## config.mk

```make
export PLATFORM = sky130hd
export DESIGN_NAME = bus_arbiter_flat
export DESIGN_NICKNAME = d
export VERILOG_FILES = /design/src/rtl/bus_arbiter_if.sv /design/src/rtl/bus_arbiter.sv /design/src/flat_wrapper.sv
export SDC_FILE = /design/constraint.sdc
export NUM_CORES = 1
export LEC_CHECK = 0
export CORE_MARGIN = 1
export CORE_UTILIZATION = 45
export CTS_CLUSTER_DIAMETER = 40
export DETAILED_ROUTE_END_ITERATION = 10
export GPL_TIMING_DRIVEN = 0
export PLACE_DENSITY_LB_ADDON = 0.3
export SYNTH_ARGS = -nofsm -noshare
export SYNTH_HDL_FRONTEND = slang
export SYNTH_SLANG_ARGS = --single-unit
```

## constraint.sdc

```tcl
create_clock -name clk -period 3.3 [get_ports clk]
set_clock_uncertainty 0.2 [all_clocks]
set_input_delay 0.495 -clock clk [delete_from_list [all_inputs] [get_ports clk]]
set_output_delay 0.495 -clock clk [all_outputs]
set_load 0.1 [all_outputs]
```

## src/rtl/bus_arbiter_if.sv

```systemverilog
// Request/grant bundle between the two bus masters and bus_arbiter.
// The arbiter side uses the slave modport; a master-side model uses master.
interface bus_arbiter_if;
  // Handshake: a master holds req high (level) for its whole tenure with a
  // valid slave_id; the arbiter answers with a registered grant one cycle
  // later and the tenure ends on the edge where req is sampled low.
  logic       m1_req;
  logic [1:0] m1_slave_id;
  logic       m2_req;
  logic [1:0] m2_slave_id;
  logic       m1_grant;
  logic       m2_grant;
  logic [1:0] bus_grant;
  logic [1:0] slave_sel;
  logic       timeout;
  logic [1:0] state;

  modport slave (
    input  m1_req, m1_slave_id, m2_req, m2_slave_id,
    output m1_grant, m2_grant, bus_grant, slave_sel, timeout, state
  );

  modport master (
    output m1_req, m1_slave_id, m2_req, m2_slave_id,
    input  m1_grant, m2_grant, bus_grant, slave_sel, timeout, state
  );
endinterface

```

## src/rtl/bus_arbiter.sv

```systemverilog
// Two-master bus arbiter with turnaround cycle and tenure watchdog.
// Define BUS_ARB_ROUND_ROBIN_EN for round-robin tie breaking (default: m1 wins).
module bus_arbiter #(
    parameter int TIMEOUT = 255,
    parameter int CNT_W   = 8
) (
    input logic         clk,
    input logic         rst,
    bus_arbiter_if.slave bus
);

    typedef enum logic [1:0] {
        IDLE    = 2'd0,
        GNT_M1  = 2'd1,
        GNT_M2  = 2'd2,
        RELEASE = 2'd3
    } state_t;

    localparam logic [CNT_W-1:0] CNT_MAX  = CNT_W'(TIMEOUT);
    localparam logic [CNT_W-1:0] CNT_LAST = CNT_W'(TIMEOUT - 1);

    state_t           state_q, state_nx;
    logic [CNT_W-1:0] cnt_q, cnt_nx;
    logic [1:0]       sel_q, sel_nx;
    logic [1:0]       bus_grant_q;
    logic             m1_grant_q, m2_grant_q, timeout_q;
    logic             lock1_q, lock2_q;
    logic             wd1, wd2;
    logic             elig1, elig2, prefer_m1;

    assign elig1 = bus.m1_req && (bus.m1_slave_id != 2'd0) && !lock1_q;
    assign elig2 = bus.m2_req && (bus.m2_slave_id != 2'd0) && !lock2_q;

`ifdef BUS_ARB_ROUND_ROBIN_EN
    // Set when m1 owned the most recent completed tenure, so m2 wins the next tie.
    logic rr_m2_q;
    assign prefer_m1 = !rr_m2_q;

    always_ff @(posedge clk) begin
        if (rst) begin
            rr_m2_q <= 1'b0;
        end else if (state_nx == RELEASE && state_q == GNT_M1) begin
            rr_m2_q <= 1'b1;
        end else if (state_nx == RELEASE && state_q == GNT_M2) begin
            rr_m2_q <= 1'b0;
        end
    end
`else
    assign prefer_m1 = 1'b1;
`endif

    always_comb begin
        state_nx = state_q;
        cnt_nx   = cnt_q;
        sel_nx   = sel_q;
        wd1      = 1'b0;
        wd2      = 1'b0;
        case (state_q)
            IDLE, RELEASE: begin
                cnt_nx   = '0;
                sel_nx   = 2'd0;
                state_nx = IDLE;
                if (elig1 && (prefer_m1 || !elig2)) begin
                    state_nx = GNT_M1;
                    sel_nx   = bus.m1_slave_id;
                end else if (elig2) begin
                    state_nx = GNT_M2;
                    sel_nx   = bus.m2_slave_id;
                end
            end
            GNT_M1: begin
                cnt_nx = (cnt_q == CNT_MAX) ? cnt_q : cnt_q + 1'b1;
                // A req drop wins over an expiring watchdog on the same edge.
                if (!bus.m1_req) begin
                    state_nx = RELEASE;
                    sel_nx   = 2'd0;
                end else if (cnt_q == CNT_LAST) begin
                    state_nx = RELEASE;
                    sel_nx   = 2'd0;
                    wd1      = 1'b1;
                end
            end
            GNT_M2: begin
                cnt_nx = (cnt_q == CNT_MAX) ? cnt_q : cnt_q + 1'b1;
                if (!bus.m2_req) begin
                    state_nx = RELEASE;
                    sel_nx   = 2'd0;
                end else if (cnt_q == CNT_LAST) begin
                    state_nx = RELEASE;
                    sel_nx   = 2'd0;
                    wd2      = 1'b1;
                end
            end
            default: state_nx = IDLE;
        endcase
    end

    always_ff @(posedge clk) begin
        if (rst) begin
            state_q     <= IDLE;
            cnt_q       <= '0;
            sel_q       <= 2'd0;
            bus_grant_q <= 2'd0;
            m1_grant_q  <= 1'b0;
            m2_grant_q  <= 1'b0;
            timeout_q   <= 1'b0;
            lock1_q     <= 1'b0;
            lock2_q     <= 1'b0;
        end else begin
            state_q     <= state_nx;
            cnt_q       <= cnt_nx;
            sel_q       <= sel_nx;
            m1_grant_q  <= (state_nx == GNT_M1);
            m2_grant_q  <= (state_nx == GNT_M2);
            bus_grant_q <= {state_nx == GNT_M2, state_nx == GNT_M1};
            timeout_q   <= wd1 | wd2;
            // Lockout holds until the revoked master is seen with req low.
            lock1_q     <= !bus.m1_req ? 1'b0 : (wd1 ? 1'b1 : lock1_q);
            lock2_q     <= !bus.m2_req ? 1'b0 : (wd2 ? 1'b1 : lock2_q);
        end
    end

    assign bus.m1_grant  = m1_grant_q;
    assign bus.m2_grant  = m2_grant_q;
    assign bus.bus_grant = bus_grant_q;
    assign bus.slave_sel = sel_q;
    assign bus.timeout   = timeout_q;
    assign bus.state     = state_q;

endmodule
```

## src/flat_wrapper.sv

```systemverilog
// flat-port wrapper written by rule: the top's interface ports become plain ports
module bus_arbiter_flat 
#(
    parameter int TIMEOUT = 255,
    parameter int CNT_W   = 8
)
  (clk, rst, bus_m1_req, bus_m1_slave_id, bus_m2_req, bus_m2_slave_id, bus_m1_grant, bus_m2_grant, bus_bus_grant, bus_slave_sel, bus_timeout, bus_state);
  bus_arbiter_if bus_i ();
  input logic clk;
  input logic rst;
  input wire logic [$bits(bus_i.m1_req)-1:0] bus_m1_req;
  input wire logic [$bits(bus_i.m1_slave_id)-1:0] bus_m1_slave_id;
  input wire logic [$bits(bus_i.m2_req)-1:0] bus_m2_req;
  input wire logic [$bits(bus_i.m2_slave_id)-1:0] bus_m2_slave_id;
  output wire logic [$bits(bus_i.m1_grant)-1:0] bus_m1_grant;
  output wire logic [$bits(bus_i.m2_grant)-1:0] bus_m2_grant;
  output wire logic [$bits(bus_i.bus_grant)-1:0] bus_bus_grant;
  output wire logic [$bits(bus_i.slave_sel)-1:0] bus_slave_sel;
  output wire logic [$bits(bus_i.timeout)-1:0] bus_timeout;
  output wire logic [$bits(bus_i.state)-1:0] bus_state;
  assign bus_i.m1_req = bus_m1_req;
  assign bus_i.m1_slave_id = bus_m1_slave_id;
  assign bus_i.m2_req = bus_m2_req;
  assign bus_i.m2_slave_id = bus_m2_slave_id;
  assign bus_m1_grant = bus_i.m1_grant;
  assign bus_m2_grant = bus_i.m2_grant;
  assign bus_bus_grant = bus_i.bus_grant;
  assign bus_slave_sel = bus_i.slave_sel;
  assign bus_timeout = bus_i.timeout;
  assign bus_state = bus_i.state;
  bus_arbiter #(.TIMEOUT(TIMEOUT), .CNT_W(CNT_W)) u_core (.clk(clk), .rst(rst), .bus(bus_i));
endmodule
```

# Word-level counts from Yosys, hierarchy flattened
# Index checks and enable logic that the tools add are counted.
[totals]
ff_bits = 19
inputBits = 8
out_inout_bits = 9
elab_cells = 53
[classes]
addsub = 1
eq_ne = 8
n_mux = 19
bitwise_logic = 3
n_reduce_logical = 13
[ops]
columns = ["op", "count"]
rows = [
  ["$mux 2", 10],
  ["$eq 8x8->1 const B", 2],
  ["$pmux 8 s2", 1],
  ["$pmux 2 s3", 2],
  ["$add 8x1->8 const B", 1],
  ["$mux 8", 1],
  ["$reduce_or 2->1", 4],
  ["$eq 2x2->1 const B", 3],
  ["$mux 1", 5],
  ["$eq 2x1->1 const B", 2],
  ["$logic_and 1x1->1", 4],
  ["$reduce_bool 2->1", 2],
  ["$logic_not 1->1", 2],
  ["$logic_not 2->1", 1],
  ["$ne 2x2->1 const B", 1],
  ["$not 1->1", 2],
  ["$or 1x1->1", 1],
]

# Logic depth before layout (Yosys ltp)
[depth]
depth_word = 7
mapped_depth = 7
mapped_depth_nobuf = 6

# Worst setup path after synthesis
# No wires, ideal clock.
[synth_timing]
path_kind = "register to register"
from = "register u_core.state_q[0] (netlist: u_core.bus.state[0])"
to = "register u_core.cnt_q[7]"
setup_time_ns = 0.101
t_arrival_ns = 2.174
t_required_ns = 2.999
setup_slack_ns = 0.825
stages_incl_launch_ff = 7
n_path_buf = 2
synth_period_minus_slack_ns = 2.475
cell_sequence = "dfxtp_1 -> inv_1 -> ha_1 -> clkbuf_2 -> or2_0 -> clkbuf_1 -> o41ai_1"
[synth_between]
elab_chain_len = 3
word_cells_on_any_way = 8
classes_between = "eq/ne (4); mux (1); reduce/logical (3)"
[synth_rtl]
columns = ["item", "line_no", "rtl"]
rows = [
  ["from (decl)", "bus_arbiter.sv:22", "state_t state_q, state_nx;"],
  ["from (signal assigned)", "bus_arbiter.sv:110", "state_q <= state_nx;"],
  ["$eq 2x1->1, or another cell as far along", "bus_arbiter.sv:58", "case (state_q)"],
  ["$reduce_or 2->1 (on tied branches)", "n/a", ""],
  ["$pmux 8 s2 or $ne 2x2->1 (tied branches)", "n/a", ""],
  ["to (signal assigned)", "bus_arbiter.sv:111", "cnt_q <= cnt_nx;"],
  ["to (decl)", "bus_arbiter.sv:23", "logic [CNT_W-1:0] cnt_q, cnt_nx;"],
]
# Parallel ways exist; a longest one is shown, timed or not.
# A chain may end at the register's enable or synchronous reset.

# Final worst setup path
[layout_timing]
from = "register u_core.bus_grant_q[0] (netlist: u_core.bus.bus_grant[0])"
to = "output bus_bus_grant[0]"
[layout_rtl]
columns = ["item", "line_no", "rtl"]
rows = [
  ["from (decl)", "bus_arbiter.sv:25", "logic [1:0] bus_grant_q;"],
  ["from (signal assigned)", "bus_arbiter.sv:115", "bus_grant_q <= {state_nx == GNT_M2, state_nx == GNT_M1};"],
  ["to (decl)", "flat_wrapper.sv:17", "output wire logic [$bits(bus_i.bus_grant)-1:0] bus_bus_grant;"],
]
# No word-level cell between the ends.

==> qor.yml <==
run_status:
  run_status: "finished clean"
setup_path:
  reg2reg_slack_ns: 1.39
  crit_type: "reg -> out"
  start_kind: "register"
  end_kind: "output port"
  max_stage_delay_ns: 1.12
  crit_chain: "buf_4 > clkdlybuf4s50_1"
  cp.arrival_ns: 1.87
  cp_max_fo: 2
  crit_slowest_cell: "clkdlybuf4s50_1"
  cp.required_ns: 2.60
pwr:
  vdd_drop_max_mv: 0.678
  leakagePower_nw: 0.384
  powerDensity_mw_per_mm2: 825
  finalPower_uw: 874
clock_tree:
  tritoncts: "built"
  clk_latency_ns: 0.30
  post_cts_buffers: 0
  cts_root_buf: "clkbuf_4"
  clock_path_buffers: 2
  h-tree-depth: 1
  hold_buffers: 0
  clock_sinks: 17
  cts-buffers-inserted: 3
  post_cts_resized: 0
  clk_pin_slew_ns: 0.09
drt:
  drt_iter0_markers: 15
  drt_wl_total_mm: 1.69
  wl_per_cell_um: 12.2
  vias_per_cell: 5.52
  firstDrtPassIters: 4
  drc: 0
  met1_length_um: 825
  dr_total_vias: 767
  wl_met3_um: 81
  top_layer_used: "met4"
  dr_wl_met2_um: 742
  antenna_left: 0
timing:
  fmax_ghz: 0.391
  hold_slack_ns: 0.276
  hold_violations: 0
  setup_viol: 0
  tightestPinTransition_ns: 0.971
  finalSetupTns_ns: 0
  drv_slew: 0
  worst_slack_ns: 0.740
  finalCriticalPeriod_ns: 2.56
  relSlewSlack_pct: 35.0
  fin_crit_sh_pct: 77.6
  rsz0062_at_grt: "false"
synth:
  synth_fa_ha_area_share_pct: 5.88
  synth_nets: 107
  synth_edf_count: 0
  seq_area_frac_synth_pct: 40.0
  synthArstFlopShare_pct: 0
  ys_warn_count: 0
  synthXorXnorAreaFrac_pct: 2.06
  syn_inst: 95
  muxShareOfSynthArea_pct: 0
  syn_avg_cell_area_um2: 8.96
  syn_area_um2: 851
  ys_ff_latch: 17
  ys_dominant_reg_cell: "dfxtp_1"
  synth_cell_type_count: 37
  synth_compound_area_share_pct: 21.3
  synth_simple_gate_area_share_pct: 25.0
  synth_top_family_by_area: "simple AND/OR/NAND/NOR gates"
place:
  place_ws_ns: 1.08
  dp_hpwl_mm: 1.30
  placed_area_mm2: 0.00103
  gp_congestion: 0.769
  placed_cells: 135
  port_buffers: 15
min_path:
  hold_path.class: "reg -> reg"
floorplan:
  fp.coreArea_mm2: 0.00175
  die_y_um: 45.5
  start_util_pct: 48.7
  num_rows: 15
  fp.dieArea_mm2: 0.00207
  die_w_um: 45.5
  io_pins: 17
grt:
  grt_start_max_net_pins: 11
  grt_pass1_wl_mm: 2.87
  grt_pass1_vias: 689
  grt-ovfl-total: 0
  antenna_found_initial: 0
  grt.total_usage_pct: 19.4
cells_and_area:
  fin_util_pct: 60.7
  finalInstanceArea_mm2: 0.00106
  fin_nets: 127
  instances_no_fill: 139
  drive_above_1_share_pct: 11.4
  antenna-diode-count: 0
  syn_to_final_growth_pct: 24.6
job:
  drv_cap: 0
## kinds of logic (layout without fill, tap and decap cells)
group,after synthesis,in the layout
AO/OA/AOI/OAI,25,25
XOR/XNOR,2,2
adder cells (fa/ha/maj),4,4
buffers and inverters,10,29
flip-flops,17,17
AND/OR/NAND/NOR,37,37
## Yosys cell counts (2+ instances only)
cell type / number / area share, %
dfxtp_1: 17 / 40
nor2_1: 10 / 4.4
nand2_1: 5 / 2.2
a31oi_1: 4 / 2.9
ha_1: 4 / 5.9
inv_1: 4 / 1.8
nor3_1: 4 / 2.4
o21ai_0: 4 / 2.4
a211oi_1: 3 / 2.6
and4_1: 3 / 3.1
nand3_1: 3 / 1.8
a21oi_1: 2 / 1.2
a32oi_1: 2 / 2.1
buf_4: 2 / 1.8
clkbuf_2: 2 / 1.2
nand2b_1: 2 / 1.5
nor2b_1: 2 / 1.5
nor3b_2: 2 / 2.9
o2bb2ai_1: 2 / 2.1
## cells in the final DEF (no fill, tap or decap), drive strengths merged, types with 3 or more instances in the layout
cell | Yosys | layout
dfxtp | 17 | 17
clkdlybuf4s50 | 0 | 15
nor2 | 10 | 10
clkbuf | 3 | 6
nand2 | 5 | 5
inv | 4 | 4
o21ai | 4 | 4
a31oi | 4 | 4
nor3 | 4 | 4
ha | 4 | 4
nand3 | 3 | 3
and4 | 3 | 3
a211oi | 3 | 3
nor3b | 3 | 3
buf | 3 | 3
## worst max-delay path: cells and delay by family, from the launching register on
kind	cells	cell delay, ns
DFF	1	0.35
buffers and inverters	2	1.23
## per-layer routing
metal,vias up,GRT usage (%)
li1,390,-
met1,354,28.6
met2,19,26.9
met3,4,3.57
met4,0,9.09
met5,-,0
## power by group
part	total (mW)	internal (mW)	switching [mW]
Sequential	0.261	0.236	0.0248
Clock	0.113	0.0452	0.0675
Combinational	0.501	0.143	0.357
## state kept, by name (all words and copies together) (netlist names)
signal / flops
u_core.cnt_q: 8
u_core.bus.slave_sel: 2
u_core.bus.state: 2
u_core.bus.bus_grant: 1
u_core.bus.m2_grant: 1
u_core.bus.timeout: 1
u_core.lock1_q: 1
u_core.lock2_q: 1
## worst paths after layout
check / end / depth (start not counted) / start
worst max-delay path: bus_bus_grant[0] / 2 / u_core.bus.bus_grant[0]$_SDFF_PP0_
worst min-delay path: u_core.bus.slave_sel[1]$_SDFF_PP0_ / 1 / u_core.bus.slave_sel[1]$_SDFF_PP0_
worst max register to register: u_core.cnt_q[7]$_SDFFE_PP0P_ / 6 / u_core.bus.state[0]$_SDFF_PP0_
worst min register to register: u_core.bus.slave_sel[1]$_SDFF_PP0_ / 1 / u_core.bus.slave_sel[1]$_SDFF_PP0_
## final cells by class
| cell class | instances | area [um2] |
|---|---|---|
| clock inverters | 1 | 5.00 |
| inverters | 4 | 15.0 |
| flip-flops and latches | 17 | 340 |
| fillers | 164 | 686 |
| plain buffers | 6 | 33.8 |
| well taps | 25 | 31.3 |
| multi-input cells | 68 | 462 |
| clock buffers | 3 | 22.5 |
| repair buffers | 15 | 150 |
(Power assumes the default switching activity.)
